### src/rtl/mux_arb_pkg.sv
// Shared types and helpers for the round-robin mux arbiter.
package mux_arb_pkg;

  typedef enum logic {ARB_IDLE, ARB_GRANT} arb_state_t;

  localparam int unsigned N_REQ = 4;
  localparam int unsigned SEL_W = 2;

  function automatic logic [3:0] onehot(input logic [1:0] idx);
    return 4'b0001 << idx;
  endfunction

endpackage

### src/rtl/rr_pick4.sv
// Combinational round-robin picker: first unmasked request at or after start, wrapping 3->0.
module rr_pick4 (
  input  logic [3:0] req,
  input  logic [3:0] mask,
  input  logic [1:0] start,
  output logic       found,
  output logic [1:0] idx
);

  logic [3:0] cand;
  logic [1:0] probe;

  assign cand = req & ~mask;

  // Scan from the far end back toward start so the nearest candidate is written last.
  always_comb begin
    found = 1'b0;
    idx   = start;
    probe = start;
    for (int k = 3; k >= 0; k--) begin
      probe = start + 2'(k);
      if (cand[probe]) begin
        found = 1'b1;
        idx   = probe;
      end
    end
  end

endmodule

### src/rtl/mux_rr_arbiter.sv
// Round-robin arbiter driving the selects of a shared four_to_one_mux.
// Optional per-owner time quantum enabled by defining ARB_QUANTUM_EN.
module mux_rr_arbiter
  import mux_arb_pkg::*;
#(
  parameter int unsigned QUANTUM = 8
) (
  input  logic             clk,
  input  logic             reset,
  input  logic [N_REQ-1:0] req,
  output logic [N_REQ-1:0] gnt,
  output logic [SEL_W-1:0] sel,
  output logic             busy,
  output logic             handover
);

  if (QUANTUM < 2) begin : g_bad_quantum
    $error("mux_rr_arbiter: QUANTUM must be >= 2");
  end

  arb_state_t state, state_d;
  logic [3:0] gnt_d;
  logic [1:0] sel_d;
  logic       busy_d;
  logic       handover_d;
  logic [1:0] last, last_d;

  logic       pick_found;
  logic [1:0] pick_idx;
  logic [1:0] pick_start;
  logic [3:0] pick_mask;
  logic       release_c;

`ifdef ARB_QUANTUM_EN
  localparam int unsigned QCNT_W = $clog2(QUANTUM);
  localparam logic [QCNT_W-1:0] QCNT_MAX = QCNT_W'(QUANTUM - 1);

  logic [QCNT_W-1:0] qcnt, qcnt_d;
  logic              force_c;

  // Quantum expiry only forces a release when someone else is waiting.
  assign force_c = (qcnt == QCNT_MAX) && (|(req & ~onehot(sel)));
`else
  logic force_c;
  assign force_c = 1'b0;
`endif

  // In GRANT the owner is sel; a releasing owner becomes the new last and is masked out.
  assign release_c  = ~req[sel] | force_c;
  assign pick_start = (state == ARB_GRANT) ? sel + 2'd1 : last + 2'd1;
  assign pick_mask  = (state == ARB_GRANT) ? onehot(sel) : 4'b0000;

  rr_pick4 u_pick (
    .req   (req),
    .mask  (pick_mask),
    .start (pick_start),
    .found (pick_found),
    .idx   (pick_idx)
  );

  // State and output registers.
  always_ff @(posedge clk) begin
    if (reset) begin
      state    <= ARB_IDLE;
      gnt      <= 4'b0000;
      sel      <= 2'b00;
      busy     <= 1'b0;
      handover <= 1'b0;
      last     <= 2'd3;
`ifdef ARB_QUANTUM_EN
      qcnt     <= '0;
`endif
    end else begin
      state    <= state_d;
      gnt      <= gnt_d;
      sel      <= sel_d;
      busy     <= busy_d;
      handover <= handover_d;
      last     <= last_d;
`ifdef ARB_QUANTUM_EN
      qcnt     <= qcnt_d;
`endif
    end
  end

  // Next-state and next-output logic.
  always_comb begin
    state_d    = state;
    gnt_d      = gnt;
    sel_d      = sel;
    busy_d     = busy;
    handover_d = 1'b0;
    last_d     = last;
`ifdef ARB_QUANTUM_EN
    qcnt_d     = qcnt;
`endif
    case (state)
      ARB_IDLE: begin
        if (pick_found) begin
          state_d = ARB_GRANT;
          gnt_d   = onehot(pick_idx);
          sel_d   = pick_idx;
          busy_d  = 1'b1;
`ifdef ARB_QUANTUM_EN
          qcnt_d  = '0;
`endif
        end
      end
      ARB_GRANT: begin
        if (release_c) begin
          last_d = sel;
          if (pick_found) begin
            gnt_d      = onehot(pick_idx);
            sel_d      = pick_idx;
            handover_d = 1'b1;
`ifdef ARB_QUANTUM_EN
            qcnt_d     = '0;
`endif
          end else begin
            state_d = ARB_IDLE;
            gnt_d   = 4'b0000;
            busy_d  = 1'b0;
          end
        end else begin
`ifdef ARB_QUANTUM_EN
          qcnt_d = (qcnt == QCNT_MAX) ? '0 : qcnt + QCNT_W'(1);
`endif
        end
      end
      default: begin
        state_d = ARB_IDLE;
        gnt_d   = 4'b0000;
        busy_d  = 1'b0;
      end
    endcase
  end

endmodule

### config.mk
export PLATFORM = sky130hd
export DESIGN_NAME = mux_rr_arbiter
export DESIGN_NICKNAME = d
export VERILOG_FILES = /design/src/rtl/mux_arb_pkg.sv /design/src/rtl/rr_pick4.sv /design/src/rtl/mux_rr_arbiter.sv
export SDC_FILE = /design/constraint.sdc
export NUM_CORES = 1
export LEC_CHECK = 0
export CAP_MARGIN = 10
export CORE_MARGIN = 2
export CORE_UTILIZATION = 35
export DETAILED_ROUTE_END_ITERATION = 10
export SLEW_MARGIN = 40
export SYNTH_ARGS = -nofsm -noshare
export SYNTH_HDL_FRONTEND = slang
export SYNTH_SLANG_ARGS = --single-unit
### constraint.sdc
create_clock -name clk -period 2.6 [get_ports clk]
set_clock_uncertainty 0.1 [all_clocks]
set_input_delay 0.26 -clock clk [delete_from_list [all_inputs] [get_ports clk]]
set_output_delay 0.26 -clock clk [all_outputs]
set_load 0.01 [all_outputs]
# After elaboration in Yosys (flattened, before gate mapping)
# Index checks and enable logic that the tools add are counted.
[op_classes] n_addsub=5 n_lt_le_gt_ge=5 n_eq_ne=3 shifts=2 muxes=34 bitwise=4 n_reduce_logical=4
[ops] cell="4-bit 2-to-1 mux" count=4
[ops] cell="2-bit by 3-bit < comparator with 1-bit output, second input constant" count=5
[ops] cell="1-bit 2-to-1 mux" count=14
[ops] cell="2-bit 2-to-1 mux" count=7
[ops] cell="1-bit binary-select mux with 2-bit select" count=5
[ops] cell="4-bit case mux with 2 select lines" count=1
[ops] cell="1-bit by 2-bit left shift with 4-bit output, first input constant" count=2
[ops] cell="2-bit by 1-bit adder with 2-bit output, second input constant" count=3
[ops] cell="2-bit != test, second input constant" count=3
[ops] cell="2-bit adder, second input constant" count=2
[ops] cell="4-bit bitwise AND" count=1
[ops] cell="4-bit inverter" count=1
[ops] cell="1-bit case mux with 2 select lines" count=2
[ops] cell="2-bit case mux with 2 select lines" count=1
[ops] cell="2-bit AND reduction" count=2
[ops] cell="3-bit AND reduction" count=1
[ops] cell="3-bit OR reduction" count=1
[ops] cell="1-bit inverter" count=2
[totals] ff_bits=11 out_inout_bits=8 word_cells=63

# Longest topological paths before layout
[logic_depth] ltp_word=14 mapped_depth=7 depth_no_buf=5

# By module
# Synthesis repeated with hierarchy kept, for this count alone.
[hier_totals] hier_cells=85 area_unflattened_um2=718.2
[modules_own_cells] module="mux_rr_arbiter" instances=1 cells_each=64 area_each_um2=581.8 seq_area_each_um2=220.2
[modules_own_cells] module="rr_pick4" instances=1 cells_each=21 area_each_um2=136.4 seq_area_each_um2=0.0

# Worst setup path before layout
# Ideal clock, no wire load.
[synth_path] kind="reg2reg" startpoint="reg sel[0]" endpoint="reg gnt[0]" t_arrival_ps=1839 required_time_ps=2383 slack_ps=544 path_stages_with_launch=7 n_path_buf=1 synth_period_minus_slack_ps=2056 path_cell_list="dfxtp_1 -> buf_4 -> mux2_4 -> a222oi_1 -> and3_2 -> nor3_2 -> a32o_1"
[synth_between] elab_chain_len=14 word_cells_on_any_way=35
[synth_rtl] item="from (decl)" line="mux_rr_arbiter.sv:12" text="output logic [SEL_W-1:0] sel,"
[synth_rtl] item="from (signal assigned)" line="mux_rr_arbiter.sv:76" text="sel <= sel_d;"
[synth_rtl] item="branches (longest 14 deep; another with 2-bit by 1-bit adder with 2-bit output)"
[synth_rtl] item="to (signal assigned)" line="mux_rr_arbiter.sv:75" text="gnt <= gnt_d;"
[synth_rtl] item="to (decl)" line="mux_rr_arbiter.sv:11" text="output logic [N_REQ-1:0] gnt,"
# Several ways; the timed one is not identified. The select of a mux whose other input is x is not followed.
# A chain may end at the register's enable or synchronous reset.

# Final worst setup path
[layout_path] startpoint="reg state" endpoint="reg gnt[3]"
[layout_between] elab_chain_len=13 word_cells_on_any_way=32
[layout_rtl] item="from (decl)" line="mux_rr_arbiter.sv:21" text="arb_state_t state, state_d;"
[layout_rtl] item="from (signal assigned)" line="mux_rr_arbiter.sv:74" text="state <= state_d;"
[layout_rtl] item="branches (longest 13 deep; another with 2-bit adder)"
# Several ways; the timed one is not identified. The select of a mux whose other input is x is not followed.

==> flow_summary_export.csv <==
group,metric,value,unit
worst_hold_path,hold_class,"reg2reg",
setup_path,critPathMaxStageDelay,0.55,ns
layout,sequential_cell_area,220.2,sq um
placed_design,number_of_buffers_inserted_by_port_buffering,13,
sta,final-max-slew-violation-count,0,
setup_path,critical_path_cell_list,"mux2i_1 > nor2_1 > a2111oi_0 > a221oi_2 > o32ai_1",
setup_path,critPathArrivalTime,2.44,ns
worst_hold_path,whs_path_depth,2,
power_and_ir_drop,p_leak,0.3925,nW
grt,via_count_of_the_first_global_routing_pass,754,
logic_synthesis,yosysWarnings,0,
worst_hold_path,hold_start,"gnt[3]$_SDFFE_PP0P_",
layout,final_cell_mix,"13 x sky130_fd_sc_hd__clkdlybuf4s50_1, 11 x sky130_fd_sc_hd__dfxtp_1, 8 x sky130_fd_sc_hd__nor2_1",
route,avgViaCountPerCell,5.863,
logic_synthesis,synthDominantCellAreaShare,25.88,%
clock_tree,post_cts_buffers,0,
clock_tree,clk_root_buffer_cell,"sky130_fd_sc_hd__clkbuf_4",
logic_synthesis,yosys_most_used_dff,"sky130_fd_sc_hd__dfxtp_1",
flow_run,max_cap_viol_count,0,
layout,design_area,0.001023,sq mm
floorplan,die_width,53.31,um
setup_path,worstReg2RegStart,"state$_SDFF_PP0_",
logic_synthesis,post_synth_main_area_contributors,"sky130_fd_sc_hd__dfxtp_1 26%, sky130_fd_sc_hd__mux2i_1 7.1%, sky130_fd_sc_hd__mux2_4 3.5%, sky130_fd_sc_hd__nor2_1 3.5%, sky130_fd_sc_hd__buf_2 2.9%",
power_and_ir_drop,power.clock.fraction,13.0,%
power_and_ir_drop,seq_power_share,31.5,%
setup_path,crit_path_top_delay_cell,"sky130_fd_sc_hd__a2111oi_0",
route,first_iter_violations,27,
placed_design,dpl_cell_area,991.0,sq um
grt,grt-ovfl-total,0,
route,route.met3.wl,129,um
route,wl_met1,945,um
sta,achievable-frequency,0.4222,GHz
layout,post_route_cells_drive_above_1_share,16.22,%
clock_tree,cts_num_sinks,11,
setup_path,cp_max_fo,8,
route,via_count,815,
power_and_ir_drop,intPower,0.5299,mW
route,drt_first_pass_iters,4,
placed_design,gp_routability_congestion,0.9589,
grt,gr-usage-all-layers,15.85,%
sta,rsz0062_at_grt,"false",
placed_design,detailedPlacementHpwl,1520,um
power_and_ir_drop,power.density,881.1,mW/mm^2
sta,setup-tns-final,0,ns
grt,grt_antenna_before_repair,0,
logic_synthesis,yosys_register_bits,11,
sta,finalSetupViolations,0,
clock_tree,clk_pin_slew_worst_paths,0.07,ns
floorplan,initial_utilization,37.74,%
sta,min_period,2.368,ns
layout,final_core_util,45.39,%
power_and_ir_drop,p_switching,0.3719,mW
setup_path,critPathCaptureType,"flip-flop",
logic_synthesis,synth_edf_count,0,
clock_tree,worstSkewPairLatency,0.26,ns
setup_path,reg2regPathDepth,5,
clock_tree,htreeDepth,1,
worst_hold_path,hold-path-endpoint,"gnt[3]$_SDFFE_PP0P_",
setup_path,type_of_the_worst_setup_path,"reg2reg",
power_and_ir_drop,power_switching_share,41.24,%
route,routed_wire_length_per_instance,14.83,um
route,drc,0,
logic_synthesis,post_synth_num_cell_types,42,
route,postRouteAntennaNets,0,
layout,final_common_cell,"sky130_fd_sc_hd__clkdlybuf4s50_1",
logic_synthesis,per_instance_average_area_after_synthesis,8.682,sq um
sta,tightest_slew,0.5148,ns
route,finalWirelength,2061,um
logic_synthesis,synthDominantAreaCellType,"sky130_fd_sc_hd__dfxtp_1",
sta,worst_slew_margin_rel,64.79,%
clock_tree,tritoncts,"built",
logic_synthesis,syn-cell-area,850.8,sq um
power_and_ir_drop,power_frac_comb,55.5,%
route,met2WireLength,965,um
sta,post-route-period-util,91.10,%
layout,synthToLayoutAreaGrowth,20.29,%
floorplan,design.core.area,0.002255,sq mm
setup_path,startpoint_type,"flip-flop",
setup_path,worst_r2r_endpoint,"gnt[3]$_SDFFE_PP0P_",
floorplan,chipHeight,53.31,um
run_status,outcome,"completed",
power_and_ir_drop,maximum_vdd_ir_drop,0.4227,mV
floorplan,std_cell_rows,17,
floorplan,floorplan_die_area,0.002841,sq mm
layout,n_antenna_cell,0,
setup_path,regToRegSetupSlack,0.23,ns
layout,design.final.nets,118,
layout,area_of_the_multi_input_gates,551.8,sq um
logic_synthesis,share_of_flip_flops_with_an_asynchronous_set_or_reset,0,%
grt,wire_length_of_the_first_global_routing_pass,3277,um
sta,finalHoldViolations,0,
setup_path,cp.required,2.67,ns
logic_synthesis,synth.yosys.seq_area_share,25.88,%
route,maxUsedRoutingLayer,"met4",
floorplan,ioPinCount,14,
clock_tree,clk_path_buf_depth,2,
clock_tree,cts_buffers,3,
logic_synthesis,synthesis.nets,104,
layout,fillerInstances,231,
grt,grt_start_max_net_pins,13,
logic_synthesis,syn-instance-count,98,
[flip-flops by register name (all words and copies together), names as in the netlist]
signal and cells:
last 2, state 1, sel 2, gnt 4, busy 1, handover 1
[how the worst max path moves through the flow]
stage / startpoint / endpoint / slack (ns) / cells after the start
2_1_floorplan: sel[0]$_SDFFE_PP0P_ / gnt[0]$_SDFFE_PP0P_ / 0.54 / 6
3_3_place_gp: req[1] / gnt[3]$_SDFFE_PP0P_ / 0.02 / 6
3_5_place_dp: req[1] / gnt[3]$_SDFFE_PP0P_ / 0.03 / 6
4_1_cts: sel[0]$_SDFFE_PP0P_ / gnt[3]$_SDFFE_PP0P_ / 0.21 / 5
5_1_grt: state$_SDFF_PP0_ / gnt[3]$_SDFFE_PP0P_ / 0.06 / 5
6_report: state$_SDFF_PP0_ / gnt[3]$_SDFFE_PP0P_ / 0.23 / 5
[per-layer routing]
metal  vias up  global-route usage (%)
met4         0                   7.265
li1        405                       -
met2        29                   25.51
met3         4                   2.825
met1       377                   20.24
met5         -                       0
[repair_timing]
action                     CTS  global route
hold buffers                 0             0
setup endpoints to repair    0             2
resized for setup            0             1
[synth_stat cells (3+ instances only)]
cell and n:
sky130_fd_sc_hd__mux2i_1 6, sky130_fd_sc_hd__nor2_1 8, sky130_fd_sc_hd__nor2b_1 3, sky130_fd_sc_hd__buf_2 5
sky130_fd_sc_hd__nor3_1 4, sky130_fd_sc_hd__nand2b_1 4, sky130_fd_sc_hd__a211oi_1 3, sky130_fd_sc_hd__inv_1 6
sky130_fd_sc_hd__dfxtp_1 11, sky130_fd_sc_hd__nand2_1 4, sky130_fd_sc_hd__o22ai_1 3
[final cells by class]
type	instances	share of cell area (%)
clock buffers	4	2.567
inverters	6	2.200
multi-input cells	72	53.91
flip-flops and latches	11	21.52
well taps	28	3.423
repair buffers	18	16.38
[power by group through the flow]
stage / clock network (mW) / logic [mW] / registers [mW]
after global placement: 0 / 0.487 / 0.287
after global routing: 0.126 / 0.556 / 0.291
after detailed placement: 0 / 0.491 / 0.287
after CTS: 0.122 / 0.492 / 0.283
after floorplan: 0 / 0.358 / 0.267
final: 0.117 / 0.501 / 0.284
[through the flow]
stage               hold WS [ns]  cells  setup slack (ns)  power (mW)
global placement          0.3549    135           0.02009      0.7745
floorplan                 0.3489     98            0.5440      0.6254
detailed placement        0.3511    135           0.02680      0.7780
global route              0.3897    139           0.05538      0.9728
finish                    0.3653    139            0.2315      0.9018
CTS                       0.3613    139            0.2132      0.8979
[critical path, delay by kind of cell (launching register included)]
kind / cells / cell delay, ns
compound gates: 3 / 1.05
flops: 1 / 0.53
mux: 1 / 0.51
simple gates: 1 / 0.09
[kinds of logic (layout without fill, tap and decap cells)]
kind of cell	count (synthesis)	after routing	share of synthesized area (%)
AOI/OAI and AO/OA	29	29	28.24
buffers and inverters	15	28	9.999
DFF	11	11	25.88
muxes	11	11	15.88
and+or+nand+nor	32	32	20.00
(Power assumes the default switching activity.)
